## src/rtl/busq_instr.sv

```systemverilog
// Instruction fetch: holds the PC, reads instruction memory over req/ack, presents the word and its opcode.
// Latency: word valid the cycle after mem_ack is sampled; next request one edge later (2 cycles/instr minimum).
// Backpressure: detener freezes the presented instruction, PC and outputs; memory stalls simply hold mem_req.
// Optional feature: define BUSQ_TIMEOUT_EN to abandon a request after LIMITE_ESPERA cycles and raise error_bus.
module busq_instr #(
    parameter int                   ANCHO_DIR     = 32,
    parameter logic [ANCHO_DIR-1:0] PC_INICIO     = '0,
    parameter int                   LIMITE_ESPERA = 16
) (
    input  logic                 clk,
    input  logic                 rst_n,
    output logic                 mem_req,
    output logic [ANCHO_DIR-1:0] mem_dir,
    input  logic                 mem_ack,
    input  logic [31:0]          mem_dato,
    input  logic                 detener,
    input  logic                 salto_tomado,
    input  logic [ANCHO_DIR-1:0] dir_salto,
    output logic                 instr_valida,
    output logic [31:0]          instr_completa,
    output logic [5:0]           instru,
    output logic [ANCHO_DIR-1:0] pc_actual,
    output logic                 error_bus
);

    typedef enum logic [1:0] {
        INACTIVO = 2'd0,
        PEDIR    = 2'd1,
        ENTREGAR = 2'd2
    } estado_t;

    estado_t              estado;
    logic [ANCHO_DIR-1:0] pc;
    logic [ANCHO_DIR-1:0] pc_siguiente;

    // The fetch address is the PC register itself, so it is word aligned and stable while waiting.
    assign mem_dir = pc;

    // Sequential next PC: taken branch target with the byte offset cleared, otherwise +4 (wraps naturally).
    always_comb begin
        pc_siguiente = pc + ANCHO_DIR'(4);
        if (salto_tomado) begin
            pc_siguiente = {dir_salto[ANCHO_DIR-1:2], 2'b00};
        end
    end

`ifdef BUSQ_TIMEOUT_EN
    localparam int ANCHO_ESPERA = (LIMITE_ESPERA > 1) ? $clog2(LIMITE_ESPERA) : 1;

    logic [ANCHO_ESPERA-1:0] espera;
    logic                    error_q;
    logic                    unused_bits;

    assign error_bus   = error_q;
    assign unused_bits = ^dir_salto[1:0];
`else
    logic unused_bits;

    assign error_bus   = 1'b0;
    assign unused_bits = ^{dir_salto[1:0], LIMITE_ESPERA[0]};
`endif

    // Fetch FSM: idle one cycle, request until ack, present until downstream releases, then step the PC.
    always_ff @(posedge clk or negedge rst_n) begin
        if (!rst_n) begin
            estado         <= INACTIVO;
            pc             <= PC_INICIO;
            mem_req        <= 1'b0;
            instr_valida   <= 1'b0;
            instr_completa <= '0;
            instru         <= '0;
            pc_actual      <= PC_INICIO;
`ifdef BUSQ_TIMEOUT_EN
            espera         <= '0;
            error_q        <= 1'b0;
`endif
        end else begin
            case (estado)
                INACTIVO: begin
                    // Any ack seen here belongs to an abandoned request and is dropped.
                    mem_req      <= 1'b1;
                    instr_valida <= 1'b0;
                    estado       <= PEDIR;
`ifdef BUSQ_TIMEOUT_EN
                    espera       <= '0;
`endif
                end
                PEDIR: begin
                    if (mem_ack) begin
                        instr_completa <= mem_dato;
                        instru         <= mem_dato[31:26];
                        pc_actual      <= pc;
                        instr_valida   <= 1'b1;
                        mem_req        <= 1'b0;
                        estado         <= ENTREGAR;
                    end
`ifdef BUSQ_TIMEOUT_EN
                    else if (espera == ANCHO_ESPERA'(LIMITE_ESPERA - 1)) begin
                        // Give up on this request; the same PC is re-requested after one idle cycle.
                        error_q <= 1'b1;
                        mem_req <= 1'b0;
                        estado  <= INACTIVO;
                    end else begin
                        espera <= espera + 1'b1;
                    end
`endif
                end
                ENTREGAR: begin
                    // Branch and step only take effect once the stall is released.
                    if (!detener) begin
                        pc           <= pc_siguiente;
                        instr_valida <= 1'b0;
                        mem_req      <= 1'b1;
                        estado       <= PEDIR;
`ifdef BUSQ_TIMEOUT_EN
                        espera       <= '0;
`endif
                    end
                end
                default: begin
                    mem_req      <= 1'b0;
                    instr_valida <= 1'b0;
                    estado       <= INACTIVO;
                end
            endcase
        end
    end

endmodule

```

## config.mk

```make
export PLATFORM = sky130hd
export DESIGN_NAME = busq_instr
export DESIGN_NICKNAME = d
export VERILOG_FILES = /design/src/rtl/busq_instr.sv
export SDC_FILE = /design/constraint.sdc
export NUM_CORES = 1
export LEC_CHECK = 0
export CORE_UTILIZATION = 46
export CTS_BUF_LIST = sky130_fd_sc_hd__clkbuf_8
export CTS_CLUSTER_DIAMETER = 200
export DETAILED_ROUTE_END_ITERATION = 8
export PLACE_DENSITY_LB_ADDON = 0.15
export SLEW_MARGIN = 20
export SYNTH_ARGS = -nofsm -noshare
export SYNTH_HDL_FRONTEND = slang
export SYNTH_SLANG_ARGS = --single-unit
```

## constraint.sdc

```tcl
create_clock -name clk -period 2.6 [get_ports clk]
set_input_delay 0.39 -clock clk [delete_from_list [all_inputs] [get_ports clk]]
set_output_delay 0.39 -clock clk [all_outputs]
set_load 0.03 [all_outputs]
```

Word level (Yosys, flattened, before mapping)
Index checks and enable logic that the tools add are counted.
Widths: inputs -> output; s select.
{"block": "totals", "register_bits": 106, "output_inout_bits": 105, "elab_cells": 27, "inputBits": 69}
{"block": "classes", "bitwise_logic": 1, "muxes": 10, "n_reduce_logical": 4, "addsub": 1, "eq_ne": 4}
{"operator": "$add 32x3->32 const B", "count": 1}
{"operator": "$mux 32", "count": 1}
{"operator": "$pmux 2 s3", "count": 1}
{"operator": "$reduce_and 2->1", "count": 3}
{"operator": "$mux 1", "count": 4}
{"operator": "$mux 2", "count": 2}
{"operator": "$ne 2x2->1 const B", "count": 2}
{"operator": "$pmux 1 s3", "count": 1}
{"operator": "$eq 2x1->1 const B", "count": 1}
{"operator": "$eq 2x2->1 const B", "count": 1}
{"operator": "$logic_not 2->1", "count": 1}
{"operator": "$pmux 1 s2", "count": 1}
{"operator": "$not 1->1", "count": 1}

Depth between registers and ports, before layout
Gate-level depths: netlist (run 1).
{"block": "logic_depth", "ltp_word": 3, "ltp_mapped": 7, "depth_no_buf": 5}

Worst setup path after synthesis (run 1)
Ideal clock, no wire load.
{"block": "synth_timing", "path_kind": "flip-flop to flip-flop", "start": "register pc[2] (netlist: mem_dir[2])", "end": "register pc[26] (netlist: mem_dir[26])", "setup_ns": 0.131, "path_stages_with_launch": 7, "path_buffers": 1, "t_required_ns": 2.469, "path_slack_ns": 0.372, "arrival_ns": 2.097, "period_less_slack_ns": 2.228, "cell_sequence": "dfrtp_1 > ha_1 > and4_1 > clkbuf_1 > nand2_1 > o311a_1 > or3_1"}
{"block": "synth_via", "elab_chain_len": 2}
{"item": "start: declaration", "line": "33", "source": "logic [ANCHO_DIR-1:0] pc;"}
{"item": "start signal: assignment", "line": "111", "source": "pc <= pc_siguiente;"}
{"item": "$add 32x3->32", "line": "41", "source": "pc_siguiente = pc + ANCHO_DIR'(4);"}
{"item": "$mux 32", "line": "42", "source": "if (salto_tomado) begin"}
No other way between the ends.
A chain may end at the register's enable or synchronous reset.

Worst setup path after layout (run 1)
Ends and elaborated chain as after synthesis.

==> results of run 1 <==
==> routing by layer <==
metal | vias up | global-route usage (%) | wire length, µm
met5 | - | 0 | 0
met4 | 0 | 10.4 | 239
met3 | 17 | 4.45 | 775
met2 | 146 | 38.7 | 5770
met1 | 2034 | 32.4 | 5250
li1 | 1894 | - | -
==> how the worst max path moves through the flow <==
stage	startpoint	endpoint	slack, ns	cells after the start
6_report	mem_dir[2]$_DFFE_PN0P_	mem_dir[26]$_DFFE_PN0P_	0.33	5
2_1_floorplan	mem_dir[2]$_DFFE_PN0P_	mem_dir[26]$_DFFE_PN0P_	0.37	6
3_3_place_gp	detener	mem_dir[26]$_DFFE_PN0P_	0.29	5
3_5_place_dp	detener	mem_dir[26]$_DFFE_PN0P_	0.29	5
5_1_grt	mem_dir[2]$_DFFE_PN0P_	mem_dir[26]$_DFFE_PN0P_	0.21	5
4_1_cts	mem_dir[2]$_DFFE_PN0P_	mem_dir[26]$_DFFE_PN0P_	0.36	5
==> state kept, by name, indices dropped and copies added (netlist names) <==
name and count:
instr_valida 1, mem_dir 30, pc_actual 30, estado 2, instr_completa 32
==> cells by family after synthesis <==
family                     synth area share (%)
other                                    0.0815
DFF                                        51.7
buffers and inverters                      5.27
and+or+nand+nor                            15.7
adders and majority gates                 0.272
muxes                                      13.9
AOI/OAI and AO/OA                          13.1
==> power breakdown <==
| part | internal (mW) | total (mW) | switching [mW] | leakage (nW) |
|---|---|---|---|---|
| combinational | 1.87 | 4.13 | 2.27 | 1.40 |
| sequential | 2.10 | 2.67 | 0.564 | 1.13 |
| clock | 0.731 | 1.25 | 0.517 | 0.133 |
| total | 4.70 | 8.05 | 3.35 | 2.66 |
==> cells in the mapped netlist, types with 2 or more instances <==
master	count	area share (%)
nor3_1	13	1.4
inv_1	9	0.73
and4_1	4	0.76
nor4_1	11	1.5
a22oi_1	5	0.82
nand3_1	15	1.6
dfrtp_1	95	52
nand3_2	2	0.44
nand4_1	16	2.2
and3_1	6	0.82
a311o_1	5	1.1
mux2i_1	2	0.44
o2bb2ai_1	4	0.76
nor2_1	22	1.8
and2_1	3	0.41
buf_2	2	0.22
o311ai_0	2	0.38
clkbuf_1	28	2.3
nand2_1	32	2.6
buf_4	11	1.8
a31oi_1	6	0.82
o311a_1	2	0.44
a41o_1	3	0.65
nand2b_1	2	0.27
a21oi_1	14	1.5
a32oi_1	2	0.38
o21ai_0	33	3.6
buf_1	3	0.24
mux2_2	55	13
a311oi_1	6	1.1
or3_1	8	1.1
o211ai_1	2	0.33
a211oi_1	3	0.49
==> worst register-to-register path: cells and delay by family, from the launching register on <==
family	cells	cell delay [ns]
flops	1	0.50
simple gates	3	0.96
compound gates	1	0.39
fa+ha+maj	1	0.29
==> layout make-up <==
class | instances | area [µm²] | area share (%)
Inverter | 9 | 33.8 | 0.511
Tap cell | 133 | 166 | 2.52
Multi-Input combinational cell | 292 | 2000 | 30.3
Clock buffer | 9 | 124 | 1.87
Timing Repair Buffer | 178 | 1770 | 26.8
Clock inverter | 7 | 135 | 2.04
Sequential cell | 95 | 2380 | 36.0
==> per-stage QoR <==
| stage | util [%] | setup WS, ns | total power [mW] |
|---|---|---|---|
| final | 67.9 | 0.331 | 8.05 |
| after global routing | 67.9 | 0.205 | 8.48 |
| after CTS | 67.9 | 0.360 | 8.11 |
| after detailed placement | 65.3 | 0.290 | 6.85 |
| after global placement | 65.3 | 0.290 | 6.74 |
| after floorplan | - | 0.372 | 5.09 |
==> key figures, run 1 <==
Synthesis
  • Main synth FF type: dfrtp_1
  • FFs w/ async S/R, synth: 100%
  • Register area share after synthesis: roughly 52%
  • Mapped Area: 4600 µm²
  • Yosys Warn Count: 0
  • Post-synth EDFFs: 0
  • Synth Area per Inst: approximately 11 µm²
  • FF+latch count, synth: between 90 and 100
  • Post-Synthesis Cells: 436
  • Yosys cell types: 43

Critical path
  • Slowest stage cell, crit path: dfrtp_1
  • CP peak stage delay: ~0.50 ns
  • Worst Path Required: 2.85 ns
  • WP data arrival: around 2.5 ns
  • Worst r2r dst: mem_dir[26]$_DFFE_PN0P_
  • Reg2Reg Setup Slack: between 0.3 and 0.4 ns
  • Setup crit end kind: register
  • Worst path top cell family by delay: simple AND/OR/NAND/NOR gates
  • R2r startpoint: mem_dir[2]$_DFFE_PN0P_
  • Critical path class: reg -> reg
  • Reg2reg path depth: 5
  • WP buf/inv: 0
  • CP Max Fanout: 9
  • Startpoint type of the worst setup path: register
  • Cells along the critical path: ha_1 -> and4_1 -> nand2_1 -> o311a_1 -> or3_1

Power
  • Pleak: between 2 and 3 nW
  • Pwr per Cell Area: approximately 1200 nW/µm²
  • Worst VDD drop: slightly below 0.6 mV

Final layout
  • Ant. Diodes: 0
  • Area grow syn2layout: 43.6%
  • Most common cell after layout, fill and taps aside: clkdlybuf4s50_1
  • Final non-filler cell area: 6610 µm²
  • Fillers: between 800 and 900
  • Non-filler instance count after layout: 723
  • Share of layout cells above drive strength 1: between 10% and 20%
  • Commonest cells after routing, fill and taps aside: clkdlybuf4s50_1, dfrtp_1, mux2_2, o21ai_0, nand2_1
  • Nets@finish: around 660

Detailed routing
  • Routed len/inst: 16.6 µm
  • Vias: ~4,000
  • DRC violations left: 0
  • Router iterations before antenna repair: 4
  • Total wire length: around 12,000 µm
  • DRT iter0 DRCs: about 250
  • Avg Vias per Cell: between 5 and 6
  • Post-route ant nets: 0

Timing
  • Final setup vio count: 0
  • Final clock skew: approximately 0.0055 ns
  • Hold slack: between 0.03 and 0.04 ns
  • Final Hold Viols: 0
  • Setup_tns: 0 ns
  • Worst Tran Pin Value: between 0.7 and 0.8 ns
  • Unrepaired setup endpoints after global routing: no
  • Rel. slew slack: about half
  • Fin. max-slew vios: 0
  • Period utilization: 87.3%
  • Min Tclk post-route: roughly 2.3 ns
  • Fmax: between 400 and 500 MHz

Run status
  • Status: finished, final reports clean

Clock tree
  • CTS tree: built
  • H-Tree Level Count: 3
  • Clock slew at reported path FFs: 0.09 ns
  • Setup repair bufs after CTS: 0
  • Hold buffers post-CTS: 0
  • Clock sinks: 95
  • Clock root cell: clkbuf_8
  • Worst-skew pair later-pin latency: roughly 0.36 ns
  • TritonCTS Buffers: 9
  • Cts repair resizes: 0
  • Clock buffer depth: 2

Placement
  • Gpl congestion: 0.875
  • Final HPWL DP: around 8500 µm
  • Post-DP Area: roughly 6300 µm²
  • PortBufs: between 150 and 200
  • Placed instance count: slightly above 700

Global route
  • Vias in the first global route: roughly 4,000
  • Pin count of the biggest net entering global routing: 50
  • Remaining global-route overflow: 0
  • Global-route wire length before repair: a little under 20,000 µm
  • Total track usage: around a quarter
  • Antenna violations before repair: 0

Die
  • Die area: between 10,000 and 15,000 µm²
  • Core footprint: 9730 µm²
  • Top Ports: 174
  • Cell Rows: 36
  • Die H: 102 µm
  • Die Width: about 100 µm
  • Initial Util: between 40% and 50%

Worst hold path
  • Hold Path Class: in -> async

Job
  • Max_cap viols: 0
No activity file was read; power rests on OpenSTA's default activity.
==> run 2, diff against run 1 <==
- CAP_MARGIN: default -> 10
- CORE_UTILIZATION: 46 -> 34
==> run 2 against run 1 <==
Effect of this change: setup slack better by 0.17 ns; final cell count is 6.5% higher; total power is 1.9% lower; critical endpoint is now mem_dir[10]; non-clock buffer count is 4 higher; sequential power hardly changed; hold slack better by 0.45 ns; clock power is 14% lower; cell area is 0.98% higher; routed wire length is 6.3% higher; first-iteration DRC count is 18% lower; core utilization is 18 points lower.
==> key figures, run 2 (synthesized netlist as in run 1, its figures left out) <==
Timing
  • Fmax: 477 MHz (+8.2%)
  • Min Tclk post-route: 2.10 ns (-0.172 ns)
  • Period utilization: 80.7% (-6.6 points)
  • Final Hold Viols: 0 (unchanged)
  • Final clock skew: 0.00570 ns (+0.000233 ns)
  • Final setup vio count: 0 (unchanged)
  • Hold slack: 0.487 ns (+0.454 ns)
  • Rel. slew slack: 51.6% (+1.5 points)
  • Setup_tns: 0 ns (unchanged)
  • Worst Tran Pin Value: 0.725 ns (-0.0179 ns)
  • Unrepaired setup endpoints after global routing: no
  • Fin. max-slew vios: 0 (unchanged)

Global route
  • Antenna violations before repair: 0 (unchanged)
  • Remaining global-route overflow: 0 (unchanged)
  • Pin count of the biggest net entering global routing: 64 (+28%)
  • Global-route wire length before repair: 21,600 µm (+12%)
  • Total track usage: 19.5% (-4.7 points)
  • Vias in the first global route: 4,051 (+3.1%)

Critical path
  • Worst r2r dst: mem_dir[26]$_DFFE_PN0P_
  • Reg2Reg Setup Slack: 0.53 ns (+0.20 ns)
  • Worst path top cell family by delay: buffers and inverters
  • Reg2reg path depth: 5 (unchanged)
  • CP peak stage delay: 0.75 ns (+0.25 ns)
  • Critical path class: reg -> out
  • Worst Path Required: 2.21 ns (-0.64 ns)
  • WP data arrival: 1.71 ns (-0.80 ns)
  • R2r startpoint: mem_dir[2]$_DFFE_PN0P_
  • Slowest stage cell, crit path: clkdlybuf4s50_1
  • WP buf/inv: 1 (+1)
  • Cells along the critical path: clkdlybuf4s50_1
  • Setup crit end kind: output port
  • Startpoint type of the worst setup path: register
  • CP Max Fanout: 10 (+1)
  • Worst Setup SP: mem_dir[10]$_DFFE_PN0P_

Placement
  • Gpl congestion: 0.784 (-10%)
  • Post-DP Area: 6450 µm² (+1.6%)
  • PortBufs: 166 (unchanged)
  • Final HPWL DP: 9220 µm (+8.3%)

Worst hold path
  • WHS Endpoint: pc_actual[19]$_DFFE_PN0P_
  • Hold path depth: 2
  • Hold Path Class: reg -> reg
  • Hold_sp: pc_actual[19]$_DFFE_PN0P_

Die
  • Die H: 118 µm (+16%)
  • Die Width: 118 µm (+16%)
  • Core footprint: 13,200 µm² (+36%)
  • Top Ports: 174 (unchanged)
  • Die area: 14,000 µm² (+35%)
  • Initial Util: 34.8% (-13 points)
  • Cell Rows: 42 (+17%)

Final layout
  • Nets@finish: 659 (+0.61%)
  • Final non-filler cell area: 6670 µm² (+0.98%)
  • Commonest cells after routing, fill and taps aside: clkdlybuf4s50_1, dfrtp_1, mux2_2, o21ai_0, nand2_1
  • Share of layout cells above drive strength 1: 15.5% (+0.23 points)
  • Most common cell after layout, fill and taps aside: clkdlybuf4s50_1
  • Flip-flop count of the largest register after layout: 32 (unchanged)
  • Largest Register: instr_completa
  • Post-layout util: 50.4% (-18 points)
  • Ant. Diodes: 0 (unchanged)
  • Area grow syn2layout: 45.0%

Detailed routing
  • Router iterations before antenna repair: 5 (+1)
  • Routed len/inst: 16.6 µm (-0.16%)
  • Total wire length: 12,800 µm (+6.3%)
  • Avg Vias per Cell: 5.24 (-7.5%)
  • DRC violations left: 0 (unchanged)
  • Vias: 4,031 (-1.5%)
  • Post-route ant nets: 0 (unchanged)
  • DRT iter0 DRCs: 204 (-18%)

Clock tree
  • Clock slew at reported path FFs: 0.09 ns (about the same)
  • Clock sinks: 95 (unchanged)
  • Cts repair resizes: 0 (unchanged)
  • TritonCTS Buffers: 9 (unchanged)
  • Clock root cell: clkbuf_8
  • H-Tree Level Count: 3 (unchanged)
  • CTS tree: built
  • Worst-skew pair later-pin latency: 0.38 ns (+0.02 ns)
  • Clock buffer depth: 2 (unchanged)

Run status
  • Status: finished, final reports clean

Power
  • Reg power frac: 33.9% (+0.8 points)
  • Pleak: 2.66 nW (about the same)
  • Clock power frac: 13.7% (-1.8 points)
  • Worst VDD drop: 0.551 mV (-7.5%)
  • P_int: 4.52 mW (-3.7%)
  • Switch Pwr: 3.37 mW (+0.73%)
  • Switching portion of total power: 42.7% (+1.1 points)
  • Pwr per Cell Area: 1180 nW/µm² (-2.8%)
  • Final Power: 7.90 mW (-1.9%)
  • Combinational share of power: 52.5% (+1.1 points)

Job
  • Max_cap viols: 0 (unchanged)
-- run 2: cell count changes in the layout (fill, tap and decap cells not counted) --
cell / previous run / this run
dlygate4sd3_1: 0 / 1
inv_1: 9 / 10
buf_12: 2 / 4
bufinv_16: 4 / 2
buf_4: 11 / 12
clkinvlp_4: 0 / 2
clkinv_2: 3 / 2
-- run 2: timing repair --
item | CTS | global route
setup buffers | 0 | 0
hold buffers | 1 | 0
hold endpoints to repair | 33 | 0
-- run 2: how the worst max path moves through the flow --
stage	cells after the start	end
floorplan	6	mem_dir[26]$_DFFE_PN0P_
global placement	6	mem_dir[17]$_DFFE_PN0P_
detailed placement	6	mem_dir[17]$_DFFE_PN0P_
CTS	1	mem_dir[10]
global route	5	mem_dir[26]$_DFFE_PN0P_
finish	1	mem_dir[10]
-- run 2: area by class of cell --
cell class | instances | area, µm²
Sequential cell | 95 | 2380
Clock inverter | 7 | 88.8
Timing Repair Buffer | 182 | 1830
Tap cell | 176 | 220
Fill cell | 1240 | 6570
Inverter | 9 | 33.8
Multi-Input combinational cell | 292 | 2000
Clock buffer | 9 | 124
-- run 2: per-layer routing --
metal | vias up | global-route usage [%] | routed length (µm)
met5 | - | 0 | 0
met4 | 0 | 7.37 | 195
met3 | 13 | 4.01 | 664
met2 | 133 | 31.3 | 6220
met1 | 1976 | 25.9 | 5710
li1 | 1909 | - | -
-- run 2: power by group through the flow --
stage	sequential, mW	clock, mW	combinational (mW)
2_1_floorplan	3.78	0	1.30
3_3_place_gp	2.67	0	4.13
6_report	2.68	1.08	4.14
4_1_cts	2.68	1.12	4.19
3_5_place_dp	2.71	0	4.17
5_1_grt	2.79	1.17	4.38
-- run 2: per-stage QoR --
stage | setup WS (ns) | std cells
2_1_floorplan | 0.372 | 440
3_3_place_gp | 0.366 | 753
3_5_place_dp | 0.351 | 753
4_1_cts | 0.475 | 770
5_1_grt | 0.407 | 770
6_report | 0.503 | 770
==> run 3, diff against run 2 <==
- clock period: 2.6 -> 1.7 ns (I/O delays scaled with it)
==> run 3 against run 2 <==
Effect of this change: global-route usage grew 0.071 points; clock-buffer cell count unchanged; cell area is 5.6% higher; hold slack worse by 0.073 ns; highest routed layer unchanged; critical path type unchanged.
==> key figures, run 3 (synthesized netlist as in run 1, its figures left out) <==
Placement
  • PortBufs: 166 (unchanged)
  • Gpl congestion: 0.886 (+13%)
  • Place WS: -0.202 ns (-0.553 ns)
  • Placed instance count: 792 (+5.2%)
  • Final HPWL DP: 9610 µm (+4.3%)
  • Post-DP Area: 6810 µm² (+5.6%)

Critical path
  • CP peak stage delay: 0.68 ns (-0.07 ns)
  • WP data arrival: 1.40 ns (-0.31 ns)
  • Reg2Reg Setup Slack: 0.05 ns (-0.48 ns)
  • Worst Setup SP: instr_completa[3]$_DFFE_PN0P_
  • R2r startpoint: mem_dir[3]$_DFFE_PN0P_
  • Cells along the critical path: clkdlybuf4s50_1
  • CP Max Fanout: 2 (-8)
  • Reg2reg path depth: 5 (unchanged)
  • Slowest stage cell, crit path: clkdlybuf4s50_1
  • Worst path top cell family by delay: buffers and inverters
  • Worst r2r dst: mem_dir[26]$_DFFE_PN0P_
  • Worst Path Required: 1.44 ns (-0.77 ns)
  • Critical path class: reg -> out
  • Startpoint type of the worst setup path: register
  • Setup crit end kind: output port
  • WP buf/inv: 1 (unchanged)

Clock tree
  • Worst-skew pair later-pin latency: 0.39 ns (about the same)
  • H-Tree Level Count: 3 (unchanged)
  • TritonCTS Buffers: 9 (unchanged)
  • Clock slew at reported path FFs: 0.10 ns (about the same)
  • Clock buffer depth: 2 (unchanged)
  • Clock root cell: clkbuf_8
  • CTS tree: built
  • Clock sinks: 95 (unchanged)

Detailed routing
  • Met3 routed WL: 543 µm (-18%)
  • Post-route ant nets: 0 (unchanged)
  • WL met2: 6800 µm (+9.3%)
  • DRT iter0 DRCs: 143 (-30%)
  • Router iterations before antenna repair: 4 (-1)
  • Avg Vias per Cell: 5.16 (-1.5%)
  • Vias: 4,184 (+3.8%)
  • Post-Route M1 WL: 5800 µm (+1.6%)
  • DRC violations left: 0 (unchanged)
  • Top Layer Used: met4
  • Total wire length: 13,400 µm (+4.6%)
  • Routed len/inst: 16.5 µm (-0.67%)

Global route
  • Global-route wire length before repair: 21,400 µm (-0.99%)
  • Total track usage: 19.6% (+0.071 points)
  • Remaining global-route overflow: 0 (unchanged)
  • Vias in the first global route: 4,109 (+1.4%)
  • Pin count of the biggest net entering global routing: 96 (+50%)
  • Antenna violations before repair: 0 (unchanged)

Die
  • Die Width: 118 µm (unchanged)
  • Die area: 14,000 µm² (unchanged)
  • Top Ports: 174 (unchanged)
  • Die H: 118 µm (unchanged)
  • Initial Util: 34.8% (unchanged)
  • Core footprint: 13,200 µm² (unchanged)
  • Cell Rows: 42 (unchanged)

Timing
  • Fmax: 603 MHz
  • Hold slack: 0.414 ns (-0.0731 ns)
  • Rel. slew slack: 64.1% (+12 points)
  • Final setup vio count: 0 (unchanged)
  • Final WS setup: 0.0407 ns (-0.462 ns)
  • Worst Tran Pin Value: 0.539 ns (-0.186 ns)
  • Final clock skew: 0.00918 ns (+0.00348 ns)
  • Unrepaired setup endpoints after global routing: yes
  • Period utilization: a little under 100%
  • Setup_tns: 0 ns (unchanged)
  • Final Hold Viols: 0 (unchanged)
  • Fin. max-slew vios: 0 (unchanged)
  • Min Tclk post-route: 1.66 ns

Worst hold path
  • WHS Endpoint: mem_dir[23]$_DFFE_PN0P_
  • Hold Path Class: in -> reg
  • Hold_sp: salto_tomado
  • Hold path depth: 4 (+2)

Final layout
  • Ant. Diodes: 0 (unchanged)
  • Non-filler instance count after layout: 811 (+5.3%)
  • Nets@finish: 700 (+6.2%)
  • Share of layout cells above drive strength 1: 25.2% (+9.7 points)
  • Post-layout util: 53.2% (+2.8 points)
  • Flip-flop count of the largest register after layout: 32 (unchanged)
  • Commonest cells after routing, fill and taps aside: dfrtp_1, clkdlybuf4s50_1, dlygate4sd2_1, mux2_2, buf_4
  • Final non-filler cell area: 7050 µm² (+5.6%)
  • Area grow syn2layout: 53.1%
  • Most common cell after layout, fill and taps aside: dfrtp_1
  • Largest Register: instr_completa

Power
  • Worst VDD drop: 0.881 mV (+60%)
  • Final Power: 12.0 mW (+52%)
  • Pleak: 3.20 nW (+20%)
  • Pwr per Cell Area: 1710 nW/µm² (+44%)

Run status
  • Status: finished, final reports clean

Job
  • Max_cap viols: 0 (unchanged)
-- run 3: timing repair --
item,CTS,global route
resized for setup,70,28
buffers inserted,0,2
endpoints found under the hold margin,95,0
hold buffers,1,0
endpoints found under the setup margin,70,31
pin swaps,0,3
-- run 3: how the worst max path moves through the flow --
stage                               to  cells after the start
6_report             instr_completa[3]                      1
5_1_grt        mem_dir[31]$_DFFE_PN0P_                      6
4_1_cts                   pc_actual[8]                      1
3_5_place_dp   mem_dir[31]$_DFFE_PN0P_                      6
3_3_place_gp   mem_dir[26]$_DFFE_PN0P_                      5
2_1_floorplan  mem_dir[26]$_DFFE_PN0P_                      6
-- run 3: report_power, final --
part | total [mW] | switching, mW | internal [mW]
Sequential | 3.89 | 0.642 | 3.24
Combinational | 6.49 | 3.78 | 2.71
Clock | 1.65 | 0.932 | 0.717
Total | 12.0 | 5.35 | 6.67
-- run 3: cell type report --
type / instances / area (µm²)
clock inverters: 7 / 87.6
inverters: 9 / 33.8
clock buffers: 9 / 124
well taps: 176 / 220
multi-input cells: 292 / 2060
fillers: 1274 / 6200
flip-flops and latches: 95 / 2400
repair buffers: 223 / 2120
-- run 3: routing by layer --
| layer | GRT usage (%) | vias up |
|---|---|---|
| met4 | 7.69 | 0 |
| li1 | - | 1989 |
| met2 | 33.3 | 125 |
| met1 | 24.8 | 2054 |
| met5 | 0 | - |
| met3 | 3.23 | 16 |
